[src/rtl/puf_race_counter_pkg.sv]
// rtl/puf_race_counter_pkg.sv - shared types, mode constants and winner/tie helpers
package puf_race_counter_pkg;

  // Measurement controller states
  typedef enum logic [1:0] {
    ST_IDLE = 2'd0,
    ST_RUN  = 2'd1,
    ST_DONE = 2'd2
  } state_t;

  localparam int MODE_INDEP = 0;
  localparam int MODE_RACE  = 1;

  // Helpers operate on a fixed-width vector; channel vectors are zero-extended into it
  localparam int MAX_CH = 64;

  // Index of the lowest set bit (0 when none is set)
  function automatic int lowest_set(input logic [MAX_CH-1:0] v);
    int idx;
    idx = 0;
    for (int i = MAX_CH - 1; i >= 0; i--) begin
      if (v[i]) idx = i;
    end
    return idx;
  endfunction

  // Number of set bits
  function automatic int popcount(input logic [MAX_CH-1:0] v);
    int n;
    n = 0;
    for (int i = 0; i < MAX_CH; i++) begin
      n = n + (v[i] ? 1 : 0);
    end
    return n;
  endfunction

endpackage

[src/rtl/puf_race_counter_if.sv]
// rtl/puf_race_counter_if.sv - control/result bundle between the RO mux bank and the race counter
interface puf_race_counter_if #(
  parameter int NUM_CH = 2,
  parameter int CNT_W  = 22
);
  localparam int WIN_W = (NUM_CH > 1) ? $clog2(NUM_CH) : 1;

  logic                    start;
  logic [NUM_CH-1:0]       enable;
  logic [NUM_CH*CNT_W-1:0] count;
  logic                    busy;
  logic                    done;
  logic [WIN_W-1:0]        winner;
  logic                    tie;
  logic                    timeout;

  // master drives the measurement request and samples; slave is the counter block
  modport master (
    output start, enable,
    input  count, busy, done, winner, tie, timeout
  );

  modport slave (
    input  start, enable,
    output count, busy, done, winner, tie, timeout
  );
endinterface

[src/rtl/puf_race_counter_chan.sv]
// rtl/puf_race_counter_chan.sv - one saturating channel counter that stops at 2**TERM_BIT
module puf_race_counter_chan #(
  parameter int CNT_W    = 22,
  parameter int TERM_BIT = 9
) (
  input  logic             clk,
  input  logic             reset,
  input  logic             i_clear,
  input  logic             i_inc,
  input  logic             i_freeze,
  output logic [CNT_W-1:0] o_count,
  output logic             o_fin
);

  logic [CNT_W-1:0] r_count;

  // Count strobes until the terminal bit is set; the terminal bit gates further increments,
  // so a finished count sits at exactly 2**TERM_BIT and can never wrap
  always_ff @(posedge clk or posedge reset) begin
    if (reset) begin
      r_count <= '0;
    end else if (i_clear) begin
      r_count <= '0;
    end else if (i_inc && !i_freeze && !r_count[TERM_BIT]) begin
      r_count <= r_count + CNT_W'(1);
    end
  end

  assign o_count = r_count;
  assign o_fin   = r_count[TERM_BIT];

endmodule

[src/rtl/puf_race_counter.sv]
// rtl/puf_race_counter.sv - multi-channel RO race counter with winner, tie and timeout capture
module puf_race_counter #(
  parameter int NUM_CH     = 2,
  parameter int CNT_W      = 22,
  parameter int TERM_BIT   = 9,
  parameter int MODE       = 0,
  parameter int MAX_CYCLES = 4096
) (
  input logic               clk,
  input logic               reset,
  puf_race_counter_if.slave bus
);
  import puf_race_counter_pkg::*;

  localparam int WIN_W = (NUM_CH > 1) ? $clog2(NUM_CH) : 1;
  localparam int WND_W = $clog2(MAX_CYCLES + 1);

  state_t           r_state;
  logic [WND_W-1:0] r_window;
  logic             r_busy;
  logic             r_done;
  logic [WIN_W-1:0] r_winner;
  logic             r_tie;
  logic             r_timeout;
  logic             r_captured;

  logic [NUM_CH-1:0] w_fin;
  logic [CNT_W-1:0]  w_count [NUM_CH];
  logic [MAX_CH-1:0] w_fin_ext;
  logic [WIN_W-1:0]  w_low_idx;
  logic              w_multi;
  logic              w_run;
  logic              w_clear;
  logic              w_any_fin;
  logic              w_all_fin;
  logic              w_complete;
  logic              w_win_end;
  logic              w_freeze;

  assign w_run     = (r_state == ST_RUN);
  // start is honoured only outside RUN; it clears everything on the same edge it is seen
  assign w_clear   = bus.start && !w_run;
  assign w_any_fin = |w_fin;
  assign w_all_fin = &w_fin;
  assign w_complete = (MODE == MODE_RACE) ? w_any_fin : w_all_fin;
  assign w_win_end  = (r_window == WND_W'(MAX_CYCLES - 1));
  // The deciding cycle (completion or window expiry) takes no increments so results match what
  // was registered when the decision was made
  assign w_freeze   = w_complete || w_win_end;

  assign w_fin_ext = MAX_CH'(w_fin);
  assign w_low_idx = WIN_W'(lowest_set(w_fin_ext));
  assign w_multi   = (popcount(w_fin_ext) > 1);

  genvar g;
  generate
    for (g = 0; g < NUM_CH; g++) begin : g_chan
      puf_race_counter_chan #(
        .CNT_W    (CNT_W),
        .TERM_BIT (TERM_BIT)
      ) u_chan (
        .clk      (clk),
        .reset    (reset),
        .i_clear  (w_clear),
        .i_inc    (w_run && bus.enable[g]),
        .i_freeze (w_freeze),
        .o_count  (w_count[g]),
        .o_fin    (w_fin[g])
      );
      assign bus.count[g*CNT_W +: CNT_W] = w_count[g];
    end
  endgenerate

  // Measurement FSM with window counter and first-finish capture; all outputs registered
  always_ff @(posedge clk or posedge reset) begin
    if (reset) begin
      r_state    <= ST_IDLE;
      r_window   <= '0;
      r_busy     <= 1'b0;
      r_done     <= 1'b0;
      r_winner   <= '0;
      r_tie      <= 1'b0;
      r_timeout  <= 1'b0;
      r_captured <= 1'b0;
    end else begin
      case (r_state)
        ST_IDLE, ST_DONE: begin
          if (bus.start) begin
            r_state    <= ST_RUN;
            r_window   <= '0;
            r_busy     <= 1'b1;
            r_done     <= 1'b0;
            r_winner   <= '0;
            r_tie      <= 1'b0;
            r_timeout  <= 1'b0;
            r_captured <= 1'b0;
          end
        end
        ST_RUN: begin
          // First cycle any channel shows finished fixes winner and tie for the rest of the run
          if (w_any_fin && !r_captured) begin
            r_captured <= 1'b1;
            r_winner   <= w_low_idx;
            r_tie      <= w_multi;
          end
          if (w_complete) begin
            r_state <= ST_DONE;
            r_busy  <= 1'b0;
            r_done  <= 1'b1;
          end else if (w_win_end) begin
            r_state   <= ST_DONE;
            r_busy    <= 1'b0;
            r_done    <= 1'b1;
            r_timeout <= 1'b1;
          end else begin
            r_window <= r_window + WND_W'(1);
          end
        end
        default: begin
          r_state <= ST_IDLE;
          r_busy  <= 1'b0;
          r_done  <= 1'b0;
        end
      endcase
    end
  end

  assign bus.busy    = r_busy;
  assign bus.done    = r_done;
  assign bus.winner  = r_winner;
  assign bus.tie     = r_tie;
  assign bus.timeout = r_timeout;

endmodule
[src/flat_wrapper.sv]
// flat-port wrapper written by rule: the top's interface ports become plain ports
module puf_race_counter_flat import puf_race_counter_pkg::*;
#(
  parameter int NUM_CH     = 2,
  parameter int CNT_W      = 22,
  parameter int TERM_BIT   = 9,
  parameter int MODE       = 0,
  parameter int MAX_CYCLES = 4096
)
  (clk, reset, bus_start, bus_enable, bus_count, bus_busy, bus_done, bus_winner, bus_tie, bus_timeout);
  puf_race_counter_if #(.NUM_CH(NUM_CH), .CNT_W(CNT_W)) bus_i ();
  input logic clk;
  input logic reset;
  input wire logic [$bits(bus_i.start)-1:0] bus_start;
  input wire logic [$bits(bus_i.enable)-1:0] bus_enable;
  output wire logic [$bits(bus_i.count)-1:0] bus_count;
  output wire logic [$bits(bus_i.busy)-1:0] bus_busy;
  output wire logic [$bits(bus_i.done)-1:0] bus_done;
  output wire logic [$bits(bus_i.winner)-1:0] bus_winner;
  output wire logic [$bits(bus_i.tie)-1:0] bus_tie;
  output wire logic [$bits(bus_i.timeout)-1:0] bus_timeout;
  assign bus_i.start = bus_start;
  assign bus_i.enable = bus_enable;
  assign bus_count = bus_i.count;
  assign bus_busy = bus_i.busy;
  assign bus_done = bus_i.done;
  assign bus_winner = bus_i.winner;
  assign bus_tie = bus_i.tie;
  assign bus_timeout = bus_i.timeout;
  puf_race_counter #(.NUM_CH(NUM_CH), .CNT_W(CNT_W), .TERM_BIT(TERM_BIT), .MODE(MODE), .MAX_CYCLES(MAX_CYCLES)) u_core (.clk(clk), .reset(reset), .bus(bus_i));
endmodule
[config.mk]
export PLATFORM = sky130hd
export DESIGN_NAME = puf_race_counter_flat
export DESIGN_NICKNAME = d
export VERILOG_FILES = /design/src/rtl/puf_race_counter_pkg.sv /design/src/rtl/puf_race_counter_if.sv /design/src/rtl/puf_race_counter_chan.sv /design/src/rtl/puf_race_counter.sv /design/src/flat_wrapper.sv
export SDC_FILE = /design/constraint.sdc
export NUM_CORES = 1
export LEC_CHECK = 0
export ABC_AREA = 1
export BUFFER_PORTS_ARGS = -buffer_cell sky130_fd_sc_hd__buf_4
export CAP_MARGIN = 20
export CORE_MARGIN = 4
export CORE_UTILIZATION = 35
export CTS_BUF_LIST = sky130_fd_sc_hd__clkbuf_4
export DETAILED_ROUTE_END_ITERATION = 7
export PLACE_DENSITY = 0.59
export SYNTH_ARGS = -nofsm -noshare
export SYNTH_HDL_FRONTEND = slang
export SYNTH_HIERARCHICAL = 1
export SYNTH_SLANG_ARGS = --single-unit
[constraint.sdc]
create_clock -name clk -period 2.4 [get_ports clk]
set_clock_uncertainty 0.15 [all_clocks]
set_input_delay 0.24 -clock clk [delete_from_list [all_inputs] [get_ports clk]]
set_output_delay 0.24 -clock clk [all_outputs]
set_load 0.03 [all_outputs]
## Word level (Yosys, flattened, before mapping)

Cells that the tools add are included.

- Register bits after elaboration: 65
- Input bits: 5
- Logic and storage cells: 80

- Add/subtract/negate cells: 4
- Order comparisons: 1
- Equality and inequality tests: 9
- Mux-type cells: 31
- Reductions and logical operators: 25

Operators with widths:

| operator | count |
|---|---|
| $mux W22 | 4 |
| $add A22 B1 Y22 const B | 2 |
| $mux W13 | 3 |
| $add A32 B2 Y32 | 1 |
| $gt A32 B2 Y1 const B | 1 |
| $pmux W13 S2 | 1 |
| $add A13 B1 Y13 const B | 1 |
| $eq A13 B12 Y1 const B | 1 |
| $mux W1 | 13 |
| $pmux W1 S2 | 6 |
| $ne A2 B2 Y1 const B | 5 |
| $logic_and A1 B1 Y1 | 8 |
| $reduce_and A4 Y1 | 2 |
| $mux W2 | 3 |
| $reduce_bool A2 Y1 | 3 |
| $logic_not A1 Y1 | 5 |
| $pmux W2 S2 | 1 |
| $reduce_and A2 Y1 | 2 |
| $reduce_or A2 Y1 | 2 |
| $ne A3 B3 Y1 const B | 1 |
| $reduce_and A3 Y1 | 1 |
| $eq A2 B1 Y1 const B | 1 |
| $eq A2 B2 Y1 const B | 1 |
| $logic_not A2 Y1 | 1 |
| $logic_or A1 B1 Y1 | 1 |

## Longest topological paths before layout

Gate-level depths: netlist of run 1.

- Depth in word-level cells: 7
- Gate-level depth with buffers: 14
- Mapped depth without buffers: 14

## Cells and area by module

The synthesis of run 1 kept the hierarchy.

Modules (own cells, without submodules):

| module | instances | cells each | area each (um^2) | seq. area each (um^2) |
|---|---|---|---|---|
| puf_race_counter | 1 | 149 | 1191.1 | 500.5 |
| puf_race_counter_chan (u_core.g_chan[1].u_chan) | 1 | 141 | 1081.0 | 550.5 |
| puf_race_counter_chan (u_core.g_chan[0].u_chan) | 1 | 133 | 1059.8 | 550.5 |

## Worst setup path before layout of run 1

OpenSTA, ideal clock, no wires.

- Path type: flip-flop to flip-flop
- Start point: reg u_core.r_window[1]
- End point: reg u_core.g_chan[1].u_chan.r_count[17]
- Setup time: 0.120 ns
- Arrival time: 1.632 ns
- Setup slack: 0.498 ns
- Stages on the path, launching flop included: 13
- Path buffers: 0
- Period minus slack after synthesis: 1.902 ns
- Cells stage by stage: dfrtp_1 -> ha_1 -> nand2_1 -> nor2_2 -> nand2_2 -> nor2_4 -> nor2_1 -> inv_1 -> nor2_2 -> a21oi_1 -> nor2_1 -> nand2_1 -> a21oi_1

- Word-level cells in the longest chain between the ends: 6

Ends and longest elaborated chain:

| what | line | text |
|---|---|---|
| start: declaration | puf_race_counter.sv:19 | `logic [WND_W-1:0] r_window;` |
| start signal: assignment | puf_race_counter.sv:116 | `r_window <= r_window + WND_W'(1);` |
| $eq A13 B12 Y1 | puf_race_counter.sv:46 | `assign w_win_end = (r_window == WND_W'(MAX_CYCLES - 1));` |
| $logic_or A1 B1 Y1 | puf_race_counter.sv:49 | `assign w_freeze = w_complete \|\| w_win_end;` |
| via u_core.w_freeze | puf_race_counter.sv:38 | `logic w_freeze;` |
| $logic_not A1 Y1 | puf_race_counter_chan.sv:24 | `end else if (i_inc && !i_freeze && !r_count[TERM_BIT]) begin` |
| $logic_and A1 B1 Y1 (2 in a row) | puf_race_counter_chan.sv:24 |  |
| $reduce_bool A2 Y1 (no source line) | -- |  |
| end signal: assignment | puf_race_counter_chan.sv:25 | `r_count <= r_count + CNT_W'(1);` |
| end: declaration | puf_race_counter_chan.sv:15 | `logic [CNT_W-1:0] r_count;` |

The timed path passes the listed nets, and every way through them passes these cells.
A chain may end at the register's enable or synchronous reset.

## Final worst setup path of run 1

- Start point: reg u_core.r_window[0]
- End point: reg u_core.g_chan[0].u_chan.r_count[8]

- Word-level cells in the longest chain between the ends: 6

Ends and longest elaborated chain:

| what | line |
|---|---|
| $eq A13 B12 Y1 | puf_race_counter.sv:46 |
| $logic_or A1 B1 Y1 | puf_race_counter.sv:49 |
| via u_core.w_freeze | puf_race_counter.sv:38 |
| $logic_not A1 Y1 | puf_race_counter_chan.sv:24 |
| $logic_and A1 B1 Y1 (2 in a row) | puf_race_counter_chan.sv:24 |
| $reduce_bool A2 Y1 (no source line) | -- |
| end signal: assignment | puf_race_counter_chan.sv:25 |
| end: declaration | puf_race_counter_chan.sv:15 |

The timed path passes the listed nets, and every way through them passes these cells.

==> metrics, run 1 <==
Worst EP arrival=2.27 ns; max incr delay on CP=0.41 ns; cell count along the critical path=14; Setup-failing EPs final=0; TritonRoute pass-1 iters=6; GRT overflow=0; number of buffers and inverters on the critical path=1; worst-path maximum fanout=7; fin crit period=2.089 ns; die area=0.01115 mm^2; delay-heaviest family, CP=simple AND/OR/NAND/NOR gates; pwr dens=818.6 mW/mm^2; Starting Density=0.3606; Syn. warnings=6; clock buffer depth=2; worst vdd rail ir drop=414.9 uV; Post-CTS Setup Repair Bufs=0; number of vias per cell=4.498; final WL=7307 um; vias in the first global route=2683; Crit path required time=2.58 ns; crit path capture type=flip-flop; fin worst setup slack=0.3108 ns; Post-synth EDFFs=0; nets@finish=492; Util after Layout=0.4391; WL/cell=11.82 um; placed cell count=601; hold_buf cts=1; root buf cell=clkbuf_4; pre-CTS setup slack=0.3040 ns; final instance area=0.004058 mm^2; Async SR Flop Fraction=1.000; die height=105.6 um; FF-to-FF path depth=14; Layout Area Growth over Synthesis=21.78%; IO Pins=54; Mapped Nets=431; most used cell, CP=nand2_1; worst hold path type=input port to flip-flop; cts repair resizes=0; Final Max Slew Viols=0; row count=35; critical path class=flip-flop to flip-flop; post-synth cell types=30; Core ar.=0.009240 mm^2; gr usage total=0.1400; Synth Instances=423; placed cell areas=0.003861 mm^2; largest net degree at the start of global routing=23; # diodes=0; Iter 0 DRT Violations=91; TritonCTS clock tree=yes; Seq/Total Area, Yosys=0.4807; fmax=478.7 MHz; clock transition at the registers of the reported paths=0.11 ns; TritonCTS Buffers=9; reg2reg setup slack=0.31 ns; RSZ-0062 raised after global routing=no; DP Wirelength=5401 um; Hold Crit Depth=4; Post-Syn Area per Cell=7.877 um^2; Hold Vio Cnt, Final=0; status=finished clean; initial antenna violation count=0; I/O Buffers=53; Die X=105.6 um; setup_tns=0 ns; vias post-DR=2780; first-pass GRT wire length=12680 um; final hold slack=0.01802 ns; worst skew pair latency=0.40 ns; share of cells above drive strength 1=0.2393; post-route ant nets=0; synthesized area=0.003332 mm^2; highest-delay cell along the critical path=dfrtp_1; Cell Count, Final, Fillers Out=618; max cap viols=0; Design Power=3.321 mW; Sink Count=64; Slew @ Worst Pin=0.8638 ns; worst-path cell chain=ha_1 > nand2_1 > nor2_2 > nand2_2 > nor2_4 > nor2_1 > inv_1 > nor2_2 > nand2_4 > nor2_2 > nand2_1 > nand2_1 > nand2_1 > nor2_1; global placer's final weighted congestion=0.8187; Leakage Power=2.079 nW; ys flop type=dfrtp_1; Slew HR=0.4235; final period utilization=0.8705; DRC=0; H-tree depth=3; post-synthesis register bit count=64; Setup crit start kind=flip-flop
-- layout by cell type, fill, tap and decap left out, types with 4 or more instances in the layout --
| master | instances |
|---|---|
| a21oi_1 | 9 |
| buf_4 | 56 |
| clkbuf_4 | 9 |
| dfrtp_1 | 64 |
| inv_1 | 64 |
| inv_2 | 4 |
| nand2_1 | 112 |
| nand2_2 | 8 |
| nand3_1 | 15 |
| nand3_2 | 7 |
| nand4_1 | 4 |
| nor2_1 | 74 |
| nor2_2 | 6 |
| nor2_4 | 8 |
| nor3_1 | 5 |
| o21ai_0 | 12 |
| o21ai_2 | 5 |
-- kinds of logic after synthesis --
family                     count (synthesis)  synth area share
and+or+nand+nor                          243            0.3368
buffers and inverters                     76           0.09500
DFF                                       64            0.4807
AOI/OAI and AO/OA                         32           0.06309
xor gates and xnor gates                   5           0.01315
adders and majority gates                  3           0.01127
-- state kept, by name (all words and copies together) (netlist names) --
| name | count |
|---|---|
| u_core/g_chan.u_chan/o_count | 44 |
| u_core/r_window | 13 |
| u_core/bus.tie | 1 |
| u_core/bus.busy | 1 |
| u_core/bus.winner | 1 |
| u_core/r_state | 2 |
| u_core/bus.timeout | 1 |
| u_core/r_captured | 1 |
-- area by class of cell --
type                       instances  area [um^2]
sequential                        64         1602
tap                              129        161.4
clock inverter                     7        118.9
fill                             946         5182
clock buffer                       9        67.56
multi-input combinational        283         1416
timing repair buffer              57        430.4
inverter                          69        261.5
-- synthesized netlist by cell type (3+ instances only) --
library cell / n / share of area
o21ai_0: 12 / 0.018
nor2_2: 5 / 0.0094
ha_1: 3 / 0.011
nand2_2: 8 / 0.015
nor3_1: 5 / 0.0075
inv_2: 4 / 0.0045
nand2_1: 112 / 0.13
o21ai_2: 5 / 0.013
inv_1: 64 / 0.072
nand3_2: 7 / 0.021
nand3_1: 15 / 0.023
dfrtp_1: 64 / 0.48
xor2_1: 3 / 0.0079
nor2_1: 75 / 0.084
a21oi_1: 9 / 0.014
nand4_1: 4 / 0.0075
nand2_4: 3 / 0.010
buf_4: 3 / 0.0068
nor2_4: 8 / 0.027
-- report_power, final --
part / total [mW] / internal (mW) / switching [mW]
clock: 0.933 / 0.529 / 0.403
combinational: 0.917 / 0.347 / 0.569
sequential: 1.47 / 1.25 / 0.220
-- final timing paths --
path / start / endpoint
setup / recovery: u_core/r_window[0]$_DFFE_PP0P_ / u_core/g_chan[0].u_chan/o_count[8]$_DFFE_PP0P_
hold / removal: bus_start / u_core/r_state[1]$_DFFE_PP0P_
setup reg to reg: u_core/r_window[0]$_DFFE_PP0P_ / u_core/g_chan[0].u_chan/o_count[8]$_DFFE_PP0P_
hold reg to reg: u_core/r_state[0]$_DFFE_PP0P_ / u_core/bus.busy$_DFFE_PP0P_
max in group asynchronous: reset / u_core/g_chan[1].u_chan/o_count[2]$_DFFE_PP0P_
min in group asynchronous: reset / u_core/r_state[1]$_DFFE_PP0P_
-- worst min-delay path: cells and delay by family --
family	cells	cell delay [ns]
AOI/OAI and AO/OA	1	0.07
buffers and inverters	2	0.14
and+or+nand+nor	1	0.07
-- routing by layer --
layer / wire length (um) / GRT usage / up-vias
li1: - / - / 1413
met1: 3522 / 0.1953 / 1303
met2: 3331 / 0.2122 / 53
met3: 357 / 0.03735 / 11
met4: 95 / 0.04440 / 0
met5: 0 / 0 / -
(Power assumes the default switching activity.)
==> inputs of run 2 (changes only) <==
CORE_ASPECT_RATIO = 1.4   (was not set)
==> run 2 against run 1 <==
  * Largest cell class unchanged
  * Worst hold slack gained 0.12 ns
  * Maximum frequency shrank 2.6%
  * Die area grew 0.20%
  * Highest routed layer unchanged
  * Critical path depth shrank 2
  * Clock-buffer cell count grew 1
==> metrics, run 2 (synthesis results as in run 1) <==
placed cell count=580 (-3.5%); most frequent cells in the layout=nand2_1, nor2_1, inv_1, dfrtp_1, buf_4; global placer's final weighted congestion=0.8082 (-1.3%); status=finished clean; Setup crit start kind=flip-flop; share of cells above drive strength 1=0.2388 (-0.0004883); vias post-DR=2760 (-0.72%); largest net degree at the start of global routing=23 (unchanged); Worst EP arrival=2.30 ns (+0.03 ns); Iter 0 DRT Violations=93 (+2.2%); Hold Vio Cnt, Final=0 (unchanged); vias in the first global route=2852 (+6.3%); # diodes=0 (unchanged); final hold slack=0.1430 ns (+0.1250 ns); DP Wirelength=5604 um (+3.8%); TritonCTS Buffers=9 (unchanged); highest-delay cell along the critical path=dfrtp_1; clock transition at the registers of the reported paths=0.11 ns (about the same); setup_tns=0 ns (unchanged); Die X=90.46 um (-14%); worst hold path type=input port to flip-flop; Slew HR=0.4307 (+0.007208); Hold Crit Depth=7 (+3); WL/cell=12.50 um (+5.7%); fmax=466.0 MHz (-2.6%); RSZ-0062 raised after global routing=yes; initial antenna violation count=0 (unchanged); DRC=0 (unchanged); GRT overflow=0 (unchanged); final WL=7463 um (+2.1%); number of buffers and inverters on the critical path=1 (unchanged); FF-to-FF path depth=12 (-2); critical path class=flip-flop to flip-flop; pwr dens=774.4 mW/mm^2 (-5.4%); Layout Area Growth over Synthesis=19.60%; final period utilization=0.8942 (+0.02369); nets@finish=494 (+0.41%); Sink Count=64 (unchanged); worst-path maximum fanout=6 (-1); worst-path cell chain=ha_1 > nand2_1 > nor2_2 > nand2_2 > nor2_4 > nor2_1 > inv_1 > nor2_2 > a21oi_1 > nor2_1 > nand2_1 > a21oi_1; delay-heaviest family, CP=simple AND/OR/NAND/NOR gates; H-tree depth=3 (unchanged); crit path capture type=flip-flop; worst skew pair latency=0.43 ns (+0.03 ns); IO Pins=54 (unchanged); Cell Count, Final, Fillers Out=597 (-3.4%); Starting Density=0.3649 (+0.004299); die height=123.4 um (+17%); cts repair resizes=0 (unchanged); root buf cell=clkbuf_4; TritonRoute pass-1 iters=4 (-2); cell count along the critical path=12 (-2); footprint of the multi-input gates=0.001416 mm^2 (unchanged); Util after Layout=0.4364 (-0.002712); Slew @ Worst Pin=0.8530 ns (-0.01080 ns); TritonCTS clock tree=yes; Reg area=0.001602 mm^2 (unchanged); post-route ant nets=0 (unchanged); # fillers=959 (+1.4%); max FFs per register=44 (unchanged); clock buffer depth=2 (unchanged); max cap viols=0 (unchanged); Core ar.=0.009131 mm^2 (-1.2%); first-pass GRT wire length=13340 um (+5.3%); placed cell areas=0.003841 mm^2 (-0.52%); number of vias per cell=4.623 (+2.8%); Leakage Power=2.068 nW (-0.53%); Final Max Slew Viols=0 (unchanged); I/O Buffers=53 (unchanged); gr usage total=0.1513 (+0.01131); final instance area=0.003985 mm^2 (-1.8%); Crit path required time=2.56 ns (-0.02 ns); max incr delay on CP=0.40 ns (about the same); worst vdd rail ir drop=339.1 uV (-18%); die area=0.01117 mm^2 (+0.20%); fin crit period=2.146 ns (+0.05686 ns); Setup-failing EPs final=0 (unchanged); row count=41 (+17%); commonest non-fill, non-tap cell in the layout=nand2_1
-- run 2: changes by cell type in the layout (fill, tap and decap cells not counted), sizes merged --
cell         change
dlygate4sd3      +1
clkinvlp         -1
buf              +1
clkbuf           +1
clkinv           +2
bufinv           -2
inv              -1
-- run 2: report_power, final --
part	internal (mW)	leakage (nW)	switching, mW
clock	0.315	0.0734	0.382
combinational	0.350	1.14	0.572
sequential	1.25	0.857	0.215
-- run 2: path summary, 6_finish.rpt --
path / startpoint / end / slack [ns]
worst max-delay path: u_core/r_window[1]$_DFFE_PP0P_ / u_core/g_chan[1].u_chan/o_count[20]$_DFFE_PP0P_ / 0.25
worst min-delay path: bus_enable[0] / u_core/g_chan[0].u_chan/o_count[9]$_DFFE_PP0P_ / 0.14
worst max register to register: u_core/r_window[1]$_DFFE_PP0P_ / u_core/g_chan[1].u_chan/o_count[20]$_DFFE_PP0P_ / 0.25
worst min register to register: u_core/r_state[0]$_DFFE_PP0P_ / u_core/bus.busy$_DFFE_PP0P_ / 0.32
max in group asynchronous: reset / u_core/g_chan[0].u_chan/o_count[14]$_DFFE_PP0P_ / 1.14
min in group asynchronous: reset / u_core/r_window[12]$_DFFE_PP0P_ / 0.38
-- run 2: worst reg2reg max path, stage by stage (launching register included) --
cell	delay, ns
dfrtp_1	0.40
ha_1	0.18
nand2_1	0.08
nor2_2	0.12
nand2_2	0.11
nor2_4	0.15
nor2_1	0.06
inv_1	0.15
nor2_2	0.07
a21oi_1	0.34
nor2_1	0.07
nand2_1	0.07
a21oi_1	0.05
-- run 2: cell type report --
cell class                      instances  share of cell area
Multi-Input combinational cell        283              0.3554
Sequential cell                        64              0.4019
Clock buffer                           10             0.01884
Timing Repair Buffer                   59              0.1124
Clock inverter                          5             0.01224
Tap cell                              107             0.03359
Inverter                               69             0.06562
-- run 2: per-layer routing --
metal / global-route usage / part of all wire
met5: 0 / 0
met4: 0.07280 / 0.025
met3: 0.04504 / 0.041
met2: 0.2603 / 0.52
met1: 0.1724 / 0.41
-- run 2: through the flow --
stage          setup WS, ns  power, mW
5_1_grt           -0.006947      3.334
4_1_cts              0.2318      3.147
6_report             0.2540      3.086
2_1_floorplan        0.4979      2.123
3_3_place_gp         0.3132      2.405
3_5_place_dp         0.2637      2.431
-- run 2: what timing repair did --
action	4_1_cts	5_1_grt
setup buffers	0	0
setup endpoints to repair	0	2
endpoints found under the hold margin	65	0
hold buffers	2	0
==> inputs of run 3 (changes only) <==
BUFFER_PORTS_ARGS = not set   (was -buffer_cell sky130_fd_sc_hd__buf_4)
DONT_BUFFER_PORTS = 1   (was not set)
GPL_TIMING_DRIVEN = 0   (was not set)
PLACE_DENSITY = 0.54   (was 0.59)
SYNTH_HIERARCHICAL = not set   (was 1)
==> run 3 against run 2 <==
  * Worst hold slack better by 0.064 ns
  * Core utilization is 3.4 points lower
  * Final cell count is 6.7% lower
  * Worst setup slack better by 0.28 ns
  * Critical path depth is 3 lower
  * Synthesized cell count is 1.2% higher
  * Maximum frequency is 15% higher
  * Non-clock buffer count is 40 lower
  * Power is 8.3% higher
  * Via count is 4.2% lower
  * Largest cell class unchanged
  * Highest routed layer unchanged
==> metrics, run 3 <==
Core ar.=0.009080 mm^2 (-0.56%); Post-CTS Setup Repair Bufs=0 (unchanged); worst-path maximum fanout=7 (+1); Crit path required time=2.62 ns (+0.06 ns); global placer's final weighted congestion=0.7713 (-4.6%); Cell Count, Final, Fillers Out=557 (-6.7%); max cap viols=0 (unchanged); worst vdd rail ir drop=482.6 uV (+42%); die area=0.01103 mm^2 (-1.2%); row count=41 (unchanged); Yosys top cell area share=0.4872 (+0.006587); Mapped Nets=436 (+1.2%); number of vias per cell=4.747 (+2.7%); Setup crit start kind=flip-flop; Sink Count=64 (unchanged); setup_tns=0 ns (unchanged); Syn. warnings=0 (-6); root buf cell=clkbuf_4; final WL=7631 um (+2.3%); Layout Area Growth over Synthesis=11.15%; initial antenna violation count=1 (+1); post-synthesis register bit count=64 (unchanged); Slew @ Worst Pin=0.6961 ns (-0.1569 ns); H-tree depth=3 (unchanged); fin crit period=1.870 ns (-0.2755 ns); Leakage Power=1.830 nW (-12%); Hold Vio Cnt, Final=0 (unchanged); TritonCTS clock tree=yes; Slew HR=0.5352 (+0.1045); Synth Instances=428 (+1.2%); I/O Buffers=0 (-100%); Setup-failing EPs final=0 (unchanged); vias in the first global route=2571 (-9.9%); worst skew pair latency=0.43 ns (about the same); most frequent cells in the layout=nand2_1, nor2_1, dfrtp_1; status=finished clean; crit path capture type=flip-flop; DRC=0 (unchanged); first-pass GRT wire length=12770 um (-4.3%); critical path class=flip-flop to flip-flop; RSZ-0062 raised after global routing=no; Seq/Total Area, Yosys=0.4872 (+0.006587); fmax=534.6 MHz (+15%); Starting Density=0.3620 (-0.002899); post-synth cell types=26 (-13%); pwr dens=915.1 mW/mm^2 (+18%); TritonCTS Buffers=9 (unchanged); vias post-DR=2644 (-4.2%); die height=122.7 um (-0.63%); post-route ant nets=0 (unchanged); synthesized area=0.003287 mm^2 (-1.4%); clock buffer depth=2 (unchanged); GRT overflow=0 (unchanged); fin worst setup slack=0.5295 ns (+0.2755 ns); TritonRoute pass-1 iters=5 (+1); ys flop type=dfrtp_1; worst hold path type=input port to asynchronous set/reset pin; WL/cell=13.70 um (+9.6%); IO Pins=54 (unchanged); Iter 0 DRT Violations=147 (+58%); max FFs per register=44 (unchanged); Die X=89.90 um (-0.62%); # fillers=948 (-1.1%); Async SR Flop Fraction=1.000 (unchanged); placed cell count=536 (-7.6%); pre-CTS setup slack=0.5563 ns (+0.2926 ns); largest net degree at the start of global routing=35 (+52%); share of cells above drive strength 1=0.1002 (-0.1386); final period utilization=0.7794 (-0.1148); Util after Layout=0.4024 (-0.03405); Worst EP arrival=2.09 ns (-0.21 ns); Synth top cells by count=nand2_1, nor2_1, dfrtp_1, nand3_1, inv_1; commonest non-fill, non-tap cell in the layout=nand2_1; DP Wirelength=5426 um (-3.2%); Area contributors post-synth=dfrtp_1, nand2_1, nand3_1, nor2_1, inv_1; gr usage total=0.1462 (-0.005186); dominant cell by count in the synthesized netlist=nand2_1; leading area contributor after synthesis=dfrtp_1; final hold slack=0.2066 ns (+0.06363 ns); Post-synth EDFFs=0 (unchanged); reg2reg setup slack=0.53 ns (+0.28 ns); Post-Syn Area per Cell=7.680 um^2 (-2.5%); nets@finish=452 (-8.5%); clock transition at the registers of the reported paths=0.13 ns (+0.02 ns); Final Max Slew Viols=0 (unchanged)
[run 3: cell count changes in the layout (fill, tap and decap cells not counted), sizes merged, moves of 7 or more]
cell   change
a21oi      -9
buf       -42
inv        -9
nand3     +36
nor2      -12
o21ai     -10
xor2       +7
[run 3: cell type report]
cell class                 count  area [um^2]  area share
multi-input combinational    292         1370      0.3750
buffer                        14        97.59     0.02671
sequential                    64         1602      0.4384
clock buffer                   9        67.56     0.01849
antenna                        1        2.502   0.0006849
timing repair buffer           5        60.06     0.01644
clock inverter                 7        102.6     0.02808
tap                          107        133.9     0.03664
inverter                      58        217.7     0.05959
[run 3: repair_timing]
item | 4_1_cts | 5_1_grt
hold buffers | 4 | 0
endpoints found under the hold margin | 40 | 0
gates resized for setup | 0 | 0
setup endpoints to repair | 0 | 0
[run 3: worst max-delay path: stages (launching register included)]
cell and delay (ns):
dfrtp_1 0.67, ha_1 0.27, nand2_1 0.10, nor2_1 0.24
nand2_1 0.09, nand2_1 0.06, nand2_1 0.05, nor2_1 0.08
nand2_1 0.06, nand2_1 0.06
[run 3: per-layer routing]
layer / vias up / GRT usage / part of all wire
met2: 43 / 0.2669 / 0.53
li1: 1356 / - / -
met3: 11 / 0.04476 / 0.046
met5: - / 0 / 0
met1: 1234 / 0.1567 / 0.41
met4: 0 / 0.06322 / 0.017
[run 3: per-stage QoR]
stage               cell area [um^2]  power [mW]
CTS                             3651       3.379
detailed placement              3441       2.496
floorplan                       3287       2.215
finish                          3654       3.343
global route                    3654       3.568
global placement                3421       2.478
[run 3: logic make-up (layout without fill, tap and decap cells)]
group | after synthesis | after routing | share of synthesized area
and+or+nand+nor | 265 | 265 | 0.3521
DFF | 64 | 64 | 0.4872
xor gates and xnor gates | 14 | 14 | 0.03730
buffers and inverters | 72 | 93 | 0.09593
other | 0 | 1 | 0
AOI/OAI and AO/OA | 10 | 10 | 0.01599
adders and majority gates | 3 | 3 | 0.01142
[run 3: worst paths after layout]
path	depth (start not counted)	endpoint	startpoint
worst max-delay path	9	u_core.g_chan[0].u_chan.o_count[8]$_DFFE_PP0P_	u_core.g_chan[0].u_chan.o_count[0]$_DFFE_PP0P_
worst min-delay path	2	u_core.g_chan[0].u_chan.o_count[17]$_DFFE_PP0P_	reset
worst max register to register	9	u_core.g_chan[0].u_chan.o_count[8]$_DFFE_PP0P_	u_core.g_chan[0].u_chan.o_count[0]$_DFFE_PP0P_
worst min register to register	2	u_core.r_window[12]$_DFFE_PP0P_	u_core.r_window[12]$_DFFE_PP0P_
max in group asynchronous	3	u_core.r_window[12]$_DFFE_PP0P_	reset
min in group clk	2	u_core.r_window[12]$_DFFE_PP0P_	u_core.r_window[12]$_DFFE_PP0P_
[run 3: where the power goes]
part	switching, mW	internal, mW	total, mW	leakage, nW
combinational	0.610	0.288	0.899	0.861
sequential	0.364	1.20	1.56	0.881
clock	0.452	0.432	0.885	0.0871
